--- src/rtl/systolic_pkg.sv ---
// Shared types and helpers for the systolic skew feeder.
package systolic_pkg;

    typedef enum logic [1:0] {
        IDLE,
        STREAM,
        FLUSH
    } feed_state_t;

    // Beats needed after the last row to drain the diagonal skew.
    function automatic int flush_beats(input int n);
        return n - 1;
    endfunction

endpackage

--- src/rtl/skew_lane.sv ---
// One skew lane: an enabled delay line of Delay stages with a companion
// valid bit per stage. Delay 0 degenerates to a plain wire.
module skew_lane #(
    parameter int BitSize = 8,
    parameter int Delay   = 1
) (
    input  logic               clk,
    input  logic               res,
    input  logic               en,
    input  logic               clr,
    input  logic [BitSize-1:0] d,
    input  logic               v,
    output logic [BitSize-1:0] q,
    output logic               qv
);

    generate
        if (Delay == 0) begin : g_wire
            assign q  = d;
            assign qv = v;
            logic unused_lane_ok;
            assign unused_lane_ok = &{1'b0, clk, res, en, clr};
        end else begin : g_delay
            logic [BitSize-1:0] stage_reg [Delay];
            logic [Delay-1:0]   valid_reg;

            // Shift data and valid one stage per advance; reset or clear empties the line.
            always_ff @(posedge clk) begin
                if (res || clr) begin
                    for (int i = 0; i < Delay; i++) begin
                        stage_reg[i] <= '0;
                    end
                    valid_reg <= '0;
                end else if (en) begin
                    stage_reg[0] <= d;
                    valid_reg[0] <= v;
                    for (int i = 1; i < Delay; i++) begin
                        stage_reg[i] <= stage_reg[i-1];
                        valid_reg[i] <= valid_reg[i-1];
                    end
                end
            end

            assign q  = stage_reg[Delay-1];
            assign qv = valid_reg[Delay-1];
        end
    endgenerate

endmodule

--- src/rtl/systolic_skew_feeder.sv ---
// Diagonal-skew feeder for systolic_array: lane k delays row element k by
// k beats, and a flush tail drains the skew after the final row.
// Optional build macro SKEW_FEEDER_ZERO_FILL_EN: unmasked lanes read 0 and
// the delay lines are cleared whenever the feeder returns to IDLE.
module systolic_skew_feeder
    import systolic_pkg::*;
#(
    parameter int BitSize     = 8,
    parameter int NumOfInputs = 2
) (
    input  logic                           clk,
    input  logic                           res,
    input  logic                           in_valid,
    output logic                           in_ready,
    input  logic                           in_last,
    input  logic [NumOfInputs*BitSize-1:0] in_data,
    input  logic                           out_ready,
    output logic                           out_valid,
    output logic                           out_start,
    output logic [NumOfInputs*BitSize-1:0] out_data,
    output logic [NumOfInputs-1:0]         out_lane_mask
);

    localparam int CntW = (NumOfInputs > 2) ? $clog2(NumOfInputs - 1) : 1;
    localparam logic [CntW-1:0] FlushLast = CntW'(flush_beats(NumOfInputs) - 1);
    // With a single lane there is no skew to drain, so the last row closes the matrix.
    localparam feed_state_t AfterLast = (NumOfInputs > 1) ? FLUSH : IDLE;

    feed_state_t     state_reg;
    logic [CntW-1:0] flush_cnt_reg;

    logic is_flush;
    logic accept;
    logic adv;
    logic flush_done;
    logic lane_clr;

    assign is_flush   = (state_reg == FLUSH);
    assign in_ready   = !res && out_ready && !is_flush;
    assign accept     = in_valid && in_ready;
    assign adv        = out_ready && (accept || is_flush);
    assign flush_done = is_flush && out_ready && (flush_cnt_reg == FlushLast);
    assign out_valid  = !res && (accept || is_flush);
    assign out_start  = accept && (state_reg == IDLE);

`ifdef SKEW_FEEDER_ZERO_FILL_EN
    assign lane_clr = flush_done;
`else
    assign lane_clr = 1'b0;
`endif

    // Matrix framing: open on first accept, drain the skew after the last row.
    always_ff @(posedge clk) begin
        if (res) begin
            state_reg     <= IDLE;
            flush_cnt_reg <= '0;
        end else begin
            case (state_reg)
                IDLE: begin
                    if (accept) begin
                        state_reg <= in_last ? AfterLast : STREAM;
                    end
                end
                STREAM: begin
                    if (accept && in_last) begin
                        state_reg <= AfterLast;
                    end
                end
                FLUSH: begin
                    if (out_ready) begin
                        if (flush_cnt_reg == FlushLast) begin
                            state_reg     <= IDLE;
                            flush_cnt_reg <= '0;
                        end else begin
                            flush_cnt_reg <= flush_cnt_reg + 1'b1;
                        end
                    end
                end
                default: begin
                    state_reg     <= IDLE;
                    flush_cnt_reg <= '0;
                end
            endcase
        end
    end

    genvar gi;
    generate
        for (gi = 0; gi < NumOfInputs; gi++) begin : g_lane
            logic [BitSize-1:0] lane_in;
            logic [BitSize-1:0] lane_out;
            logic               lane_v;

            // Flush beats push zeros so nothing from the last row is duplicated.
            assign lane_in = is_flush ? '0 : in_data[(NumOfInputs-1-gi)*BitSize +: BitSize];

            skew_lane #(
                .BitSize (BitSize),
                .Delay   (gi)
            ) u_lane (
                .clk (clk),
                .res (res),
                .en  (adv),
                .clr (lane_clr),
                .d   (lane_in),
                .v   (accept),
                .q   (lane_out),
                .qv  (lane_v)
            );

            assign out_lane_mask[gi] = lane_v;
`ifdef SKEW_FEEDER_ZERO_FILL_EN
            assign out_data[(NumOfInputs-1-gi)*BitSize +: BitSize] = lane_out & {BitSize{lane_v}};
`else
            assign out_data[(NumOfInputs-1-gi)*BitSize +: BitSize] = lane_out;
`endif
        end
    endgenerate

endmodule

--- config.mk ---
export PLATFORM = sky130hd
export DESIGN_NAME = systolic_skew_feeder
export DESIGN_NICKNAME = d
export VERILOG_FILES = /design/src/rtl/systolic_pkg.sv /design/src/rtl/skew_lane.sv /design/src/rtl/systolic_skew_feeder.sv
export SDC_FILE = /design/constraint.sdc
export NUM_CORES = 1
export LEC_CHECK = 0
export BUFFER_PORTS_ARGS = -buffer_cell sky130_fd_sc_hd__buf_2
export CAP_MARGIN = 40
export CORE_MARGIN = 5
export CORE_UTILIZATION = 44
export DETAILED_ROUTE_END_ITERATION = 8
export GPL_TIMING_DRIVEN = 0
export PLACE_DENSITY = 0.82
export SLEW_MARGIN = 40
export SYNTH_ARGS = -nofsm -noshare
export SYNTH_HDL_FRONTEND = slang
export SYNTH_HIERARCHICAL = 1
export SYNTH_SLANG_ARGS = --single-unit
--- constraint.sdc ---
create_clock -name clk -period 3.35 [get_ports clk]
set_clock_uncertainty 0.05 [all_clocks]
set_input_delay 0.335 -clock clk [delete_from_list [all_inputs] [get_ports clk]]
set_output_delay 0.335 -clock clk [all_outputs]
set_load 0.02 [all_outputs]
**Word level (Yosys, flattened, before mapping)**

Memory sizes are Yosys's and may differ from the RTL's.
Index checks and enable logic that the tools add are counted.

- Reduce and logical (&&, ||, !) cells: 15
- Add/sub/neg operators: 1
- Mux-type cells: 18
- Equality and inequality tests: 6
- Bitwise logic cells: 1

Operator list:

| cell | count |
|---|---|
| 8-bit two-way mux | 3 |
| 2-bit two-way mux | 5 |
| 1-bit two-way mux | 8 |
| 2-bit != test (second input constant) | 4 |
| 8-bit OR reduction | 1 |
| 1-bit logical AND | 7 |
| 2-bit one-hot mux with 3 select lines | 1 |
| 4-bit AND reduction | 1 |
| 2-bit by 1-bit equality test with 1-bit output (second input constant) | 1 |
| 2-bit equality test (second input constant) | 1 |
| 1-bit zero test | 2 |
| 2-bit zero test | 1 |
| 1-bit one-hot mux with 2 select lines | 1 |
| 2-bit AND reduction | 1 |
| 2-bit OR reduction | 1 |
| 1-bit adder (second input constant) | 1 |
| 1-bit logical OR | 1 |
| 1-bit inverter | 1 |

- Memory bits (writable): 8
- Flip-flop bits (word level): 4
- Memories kept: 1

Memory list:

| name | depth | bits a word | read ports | clocked after memory_dff | write ports | line | source |
|---|---|---|---|---|---|---|---|
| g_lane[1].u_lane.g_delay.stage_reg | 1 | 8 | 1 | 0 | 1 | skew_lane.sv:24 | `logic [BitSize-1:0] stage_reg [Delay];` |

**Longest topological paths before layout**

Gate-level depths: netlist (run 1).

- Depth after elaboration: 11
- Mapped depth: 5
- Gate-level depth less buffers: 4

**Modules after synthesis**

Netlist (run 1), hierarchy kept.

By module, submodules not included:

| module | instances | cells each | seq. area each (um^2) | area an instance (um^2) |
|---|---|---|---|---|
| skew_lane (g_lane[1].u_lane) | 1 | 21 | 260.2 | 350.3 |
| systolic_skew_feeder | 1 | 37 | 40.0 | 264.0 |
| skew_lane (g_lane[0].u_lane) | 1 | 9 | 0.0 | 67.6 |

**Worst setup path before layout (run 1)**

OpenSTA, ideal clock, no wires.

- Kind: reg-to-reg
- Start: register state_reg[0]
- End: memory g_lane[1].u_lane.g_delay.stage_reg[0][0] (enable)
- Path slack: 1.821 ns
- Data arrival time: 1.185 ns
- Stages on the path, launching flop included: 5
- Path buffers: 1
- Required time: 3.006 ns
- Setup time: 0.294 ns
- Clock period less this slack: 1.529 ns
- Cells stage by stage: dfxtp_1 nand2b_1 buf_2 a21boi_1 or3_1

- Cells in the longest elaborated chain, start to end: 11

RTL lines:

| element | line | source |
|---|---|---|
| start: declaration | systolic_skew_feeder.sv:29 | `feed_state_t state_reg;` |
| start signal: assignment | systolic_skew_feeder.sv:61 | `state_reg <= in_last ? AfterLast : STREAM;` |
| start signal: assignment | systolic_skew_feeder.sv:66 | `state_reg <= AfterLast;` |
| 2-bit equality test * | systolic_skew_feeder.sv:38 | `assign is_flush = (state_reg == FLUSH);` |
| 1-bit zero test | systolic_skew_feeder.sv:39 | `assign in_ready = !res && out_ready && !is_flush;` |
| 1-bit logical AND | systolic_skew_feeder.sv:39 |  |
| 1-bit logical AND | systolic_skew_feeder.sv:40 | `assign accept = in_valid && in_ready;` |
| 1-bit logical OR * | systolic_skew_feeder.sv:41 | `assign adv = out_ready && (accept \|\| is_flush);` |
| 1-bit logical AND * | systolic_skew_feeder.sv:41 |  |
| net adv | systolic_skew_feeder.sv:34 | `logic adv;` |
| 1-bit two-way mux * | skew_lane.sv:34 | `end else if (en) begin` |
| 1-bit two-way mux * | skew_lane.sv:29 | `if (res \|\| clr) begin` |
| 1-bit two-way mux (not written as such) * | skew_lane.sv:35 | `stage_reg[0] <= d;` |
| 8-bit OR reduction (no line) | -- |  |
| 1-bit two-way mux (no line) * | -- |  |
| end: declaration | skew_lane.sv:24 |  |

Mark *: on every way through the listed nets, which the timed path passes. The rest lies on a longest branch.

**Worst setup path in the final report (run 1)**

- Start: register state_reg[0]
- End: output out_lane_mask[0]

- Cells in the longest elaborated chain, start to end: 4

RTL lines:

| element | line | source |
|---|---|---|
| 2-bit equality test | systolic_skew_feeder.sv:38 |  |
| 1-bit zero test | systolic_skew_feeder.sv:39 |  |
| 1-bit logical AND | systolic_skew_feeder.sv:39 |  |
| 1-bit logical AND | systolic_skew_feeder.sv:40 |  |
| end: declaration | systolic_skew_feeder.sv:21 | `output logic [NumOfInputs-1:0] out_lane_mask` |

No other way between the ends.

==> results of run 1 <==
==> final cells by class <==
type	count	area, um^2
multi-input combinational	45	297
sequential	11	300
tap	16	20.0
buffer	13	92.6
clock buffer	4	26.3
timing repair buffer	41	205
fill	125	548
==> worst max-delay path: stages (launching register included) <==
cell and delay (ps):
dfxtp_1 360, nand2b_1 130, clkbuf_2 180, nor3b_1 250, buf_4 150, buf_4 80, buf_2 150
==> cells in the mapped netlist, drive strengths merged <==
master / n
and2: 24
buf: 12
edfxtp: 8
a21oi: 3
dfxtp: 3
nand2b: 2
nor3b: 2
nor4: 2
a21boi: 1
and3: 1
and3b: 1
clkbuf: 1
conb: 1
mux2i: 1
nand2: 1
nand4b: 1
nor3: 1
or3: 1
or3b: 1
==> where the power goes <==
| group | switching (W) | internal [W] |
|---|---|---|
| Clock | 0.0000410 | 0.0000459 |
| Sequential | 0.00000220 | 0.000152 |
| Combinational | 0.0000401 | 0.0000382 |
| Total | 0.0000833 | 0.000237 |
==> layer usage <==
| metal | up-vias | wire (um) | global-route usage | share of wire |
|---|---|---|---|---|
| met4 | 0 | 8 | 0.0404 | 0.0062 |
| li1 | 309 | - | - | - |
| met2 | 18 | 663 | 0.191 | 0.51 |
| met1 | 246 | 501 | 0.123 | 0.39 |
| met3 | 2 | 115 | 0.0306 | 0.089 |
| met5 | - | 0 | 0 | 0 |
==> logic make-up after synthesis <==
| logic type | share of synthesized area |
|---|---|
| compound gates | 0.0385 |
| buf+inv | 0.136 |
| flops | 0.440 |
| mux | 0.0147 |
| other cells | 0.00550 |
| simple gates | 0.365 |
==> how the worst min path moves through the flow <==
stage	startpoint	to	slack [ps]
final	res	state_reg[1]$_SDFFE_PP0P_	310
after global routing	res	state_reg[1]$_SDFFE_PP0P_	320
after floorplan	res	state_reg[1]$_SDFFE_PP0P_	350
after detailed placement	state_reg[1]$_SDFFE_PP0P_	state_reg[0]$_SDFFE_PP0P_	420
after global placement	state_reg[1]$_SDFFE_PP0P_	state_reg[0]$_SDFFE_PP0P_	430
after CTS	res	state_reg[1]$_SDFFE_PP0P_	310
==> per-stage QoR <==
| step | total power, W | util | hold WS [ps] | instance area, um^2 | setup slack [ps] |
|---|---|---|---|---|---|
| floorplan | 0.000208 | - | 347 | 689 | 1820 |
| global placement | 0.000236 | 0.614 | 426 | 915 | 1680 |
| detailed placement | 0.000237 | 0.614 | 425 | 915 | 1670 |
| CTS | 0.000323 | 0.632 | 309 | 941 | 1380 |
| global route | 0.000339 | 0.632 | 324 | 941 | 1280 |
| finish | 0.000320 | 0.632 | 308 | 941 | 1400 |
==> results.json, run 1 <==
{
  "initial_core_util": 0.458,
  "clk_latency_ps": 260,
  "synth_area_leaders": "edfxtp_1 35%, and2_1 22%, buf_4 12%",
  "cellLeakagePower_nw": 0.480,
  "fin_crit_ps": 1950,
  "gr-total-overflow": 0,
  "yosysWarnings": 6,
  "nets": 136,
  "critPathLaunchType": "flop",
  "cp.required_ps": 2960,
  "rsz0062_at_grt": "false",
  "cts_buffer_depth": 2,
  "endpoint": "out_lane_mask[0]",
  "final_cell_mix": "42 x buf_2, 24 x and2_1, 11 x buf_4, 8 x edfxtp_1",
  "cts_inserted_buffers": 3,
  "grt_use_total": 0.109,
  "antenna_left": 0,
  "port_buffers": 41,
  "antenna_found_initial": 0,
  "drv_slew": 0,
  "grt_pass1_wl_um": 2110,
  "cts_hold_buf": 0,
  "worstReg2RegEnd": "g_lane[1].u_lane/g_delay.stage_reg[0][1]$_SDFFCE_PN0P_",
  "drive_gt1_frac": 0.518,
  "cts_tree": "done",
  "drtIter0Drc": 7,
  "endpoint_kind": "output port",
  "ios": 42,
  "instances_no_fill": 130,
  "p_per_area_nw_per_um2": 340,
  "synth_seq_cells": 11,
  "vias": 575,
  "period_share": 0.581,
  "place_inst": 126,
  "fp.dieW_um": 49.4,
  "die_h_um": 49.4,
  "reg2reg_slack_ps": 1680,
  "largest_register_ff_count": 8,
  "netlist_instances": 67,
  "max_freq_ghz": 0.514,
  "cts_setup_buffers": 0,
  "critPathMaxFanout": 10,
  "drc": 0,
  "drt_wl_total_um": 1290,
  "num_rows": 14,
  "r2r_cells": 4,
  "layout_commonest_cell": "buf_2",
  "max_cap_viol_count": 0,
  "min_path_type": "primary input to flop",
  "first_pass_iters": 4,
  "n_antenna_cell": 0,
  "synth.distinct_cells": 22,
  "synth_top_area_cell": "edfxtp_1",
  "synth_seq_area_share": 0.440,
  "cp.arrival_ps": 1560,
  "cts.clk_slew.worst_paths_ps": 70,
  "ir_drop_uv": 210,
  "setup_viol": 0,
  "status": "finished, final reports clean",
  "grt_pass1_vias": 518,
  "syn_area_um2": 682,
  "htree_levels": 1,
  "place.detailed.hpwl_um": 1090,
  "cts-root-buf": "clkbuf_4",
  "wire_per_inst_um": 9.91,
  "place_congestion": 0.709,
  "avgSynthCellArea_um2": 10.2,
  "netlist.area_leader.share": 0.352,
  "rr_startpoint": "state_reg[0]$_SDFFE_PP0P_",
  "min_path_cells": 2,
  "hold_viol_final": 0,
  "core_um2": 1490,
  "crit_start": "state_reg[0]$_SDFFE_PP0P_",
  "crit_type": "flop to output port",
  "clock_sinks": 11,
  "die-area_um2": 2440,
  "cts_resized": 0,
  "grt_max_degree": 11,
  "tns_ps": 0,
  "vias_per_cell": 4.42,
  "area_growth_pct": 38.0
}
Note: power is estimated with default switching activity, not from simulation.
==> run 2: changes to the inputs <==
- CORE_UTILIZATION: 44 -> 41
- PLACE_DENSITY: 0.82 -> 0.77
- clock period: 3.35 -> 1.81 ns (I/O delays scaled with it)
==> results.json, run 2 (synthesis gave the netlist of run 1 again) <==
{
  "status": "finished, final reports clean",
  "area_growth_pct": 40.9,
  "htree_levels": 1,
  "grt_pass1_vias": 554,
  "cts_buffer_depth": 2,
  "period_share": 0.934,
  "slowest_delay_ps": 330,
  "drc": 0,
  "wire_per_inst_um": 10.9,
  "final_cell_mix": "42 x buf_2, 24 x and2_1, 11 x buf_4, 8 x edfxtp_1, 4 x clkbuf_4",
  "grt_use_total": 0.113,
  "initial_core_util": 0.442,
  "first_pass_iters": 3,
  "crit_start": "state_reg[0]$_SDFFE_PP0P_",
  "largest_register_ff_count": 8,
  "place_ws_ps": 132,
  "cts.clk_slew.worst_paths_ps": 80,
  "critPathMaxFanout": 10,
  "hold_viol_final": 0,
  "place_inst": 126,
  "crit_type": "flop to output port",
  "place_congestion": 0.667,
  "max_freq_ghz": 0.592,
  "cts_tree": "done",
  "layout_commonest_cell": "buf_2",
  "ios": 42,
  "cts_hold_buf": 0,
  "vias": 583,
  "clock_sinks": 11,
  "core_um2": 1540,
  "cp.arrival_ps": 1460,
  "p_per_area_nw_per_um2": 629,
  "crit_path_frequent_cell": "buf_4",
  "grt_busiest_layer": "met2",
  "seq_area_um2": 302,
  "clk_latency_ps": 260,
  "vias_per_cell": 4.48,
  "drive_gt1_frac": 0.544,
  "grt_pass1_wl_um": 2240,
  "port_buffers": 41,
  "met2_usage": 0.202,
  "drtIter0Drc": 2,
  "rr_startpoint": "state_reg[0]$_SDFFE_PP0P_",
  "finalPower_w": 0.000604,
  "antenna_found_initial": 0,
  "die-area_um2": 2580,
  "n_antenna_cell": 0,
  "tns_ps": 0,
  "endpoint_kind": "output port",
  "instances_no_fill": 130,
  "min_from": "in_last",
  "critPathLaunchType": "flop",
  "fill_cells": 146,
  "max_cap_viol_count": 0,
  "setup_viol": 0,
  "ir_drop_uv": 326,
  "rsz0062_at_grt": "false",
  "crit_buf_inv": 4,
  "finalWorstSetupSlack_ps": 120,
  "cts_setup_buffers": 0,
  "use_met1": 0.118,
  "path_delay_family": "buffers and inverters",
  "die_h_um": 50.8,
  "cts-root-buf": "clkbuf_4",
  "cellLeakagePower_nw": 0.486,
  "worstPathCellList": "nand2b_1, clkbuf_4, nor3b_4, buf_4, buf_4, buf_2",
  "critPathSlowestCell": "dfxtp_2",
  "gr-total-overflow": 0,
  "drt_wl_total_um": 1410,
  "fp.dieW_um": 50.8,
  "grtUsageMet3": 0.0355,
  "fin_crit_ps": 1690,
  "num_rows": 14,
  "nets": 136,
  "cts_inserted_buffers": 3,
  "drv_slew": 0,
  "antenna_left": 0,
  "multiInputGateArea_um2": 313,
  "hold_slack_ps": 165,
  "grt_max_degree": 11,
  "min_path_type": "primary input to flop",
  "cp.required_ps": 1580
}
-- run 2: cell counts in the layout (fill, tap and decap cells not counted) --
No cell type changed its count.
-- run 2: cell type report --
class,count,area share
clock buffers,4,0.0273
flip-flops and latches,11,0.314
well taps,16,0.0208
repair buffers,41,0.214
plain buffers,13,0.0990
multi-input cells,45,0.326
-- run 2: power breakdown --
| group | switching, W | total (W) | internal [W] |
|---|---|---|---|
| Combinational | 0.0000772 | 0.000151 | 0.0000734 |
| Clock | 0.0000822 | 0.000167 | 0.0000851 |
| Sequential | 0.00000399 | 0.000286 | 0.000282 |
| Total | 0.000163 | 0.000604 | 0.000441 |
-- run 2: what timing repair did --
| action | 4_1_cts | 5_1_grt |
|---|---|---|
| resized for setup | 1 | 5 |
| hold endpoints to repair | 0 | 0 |
| setup endpoints to repair | 1 | 9 |
-- run 2: final timing paths --
| kind | endpoint | slack [ps] | cells after the start |
|---|---|---|---|
| worst max-delay path | out_lane_mask[0] | 120 | 6 |
| worst min-delay path | state_reg[0]$_SDFFE_PP0P_ | 170 | 3 |
| worst max register to register | g_lane[1].u_lane/g_delay.stage_reg[0][4]$_SDFFCE_PN0P_ | 240 | 5 |
| worst min register to register | state_reg[0]$_SDFFE_PP0P_ | 450 | 1 |
-- run 2: metrics by stage --
step	instance area, um^2	util
2_1_floorplan	689	-
3_3_place_gp	915	0.593
3_5_place_dp	915	0.593
4_1_cts	946	0.614
5_1_grt	961	0.623
6_report	961	0.623
-- run 2: tightest hold or removal path: cells and delay by family --
family                 cells  cell delay, ps
buffers and inverters      1              80
AND/OR/NAND/NOR            2             180
-- run 2: metal layers --
metal,share of wire,wire length (um)
met2,0.54,769
met4,0.0099,14
met3,0.089,126
met5,0,0
met1,0.36,503
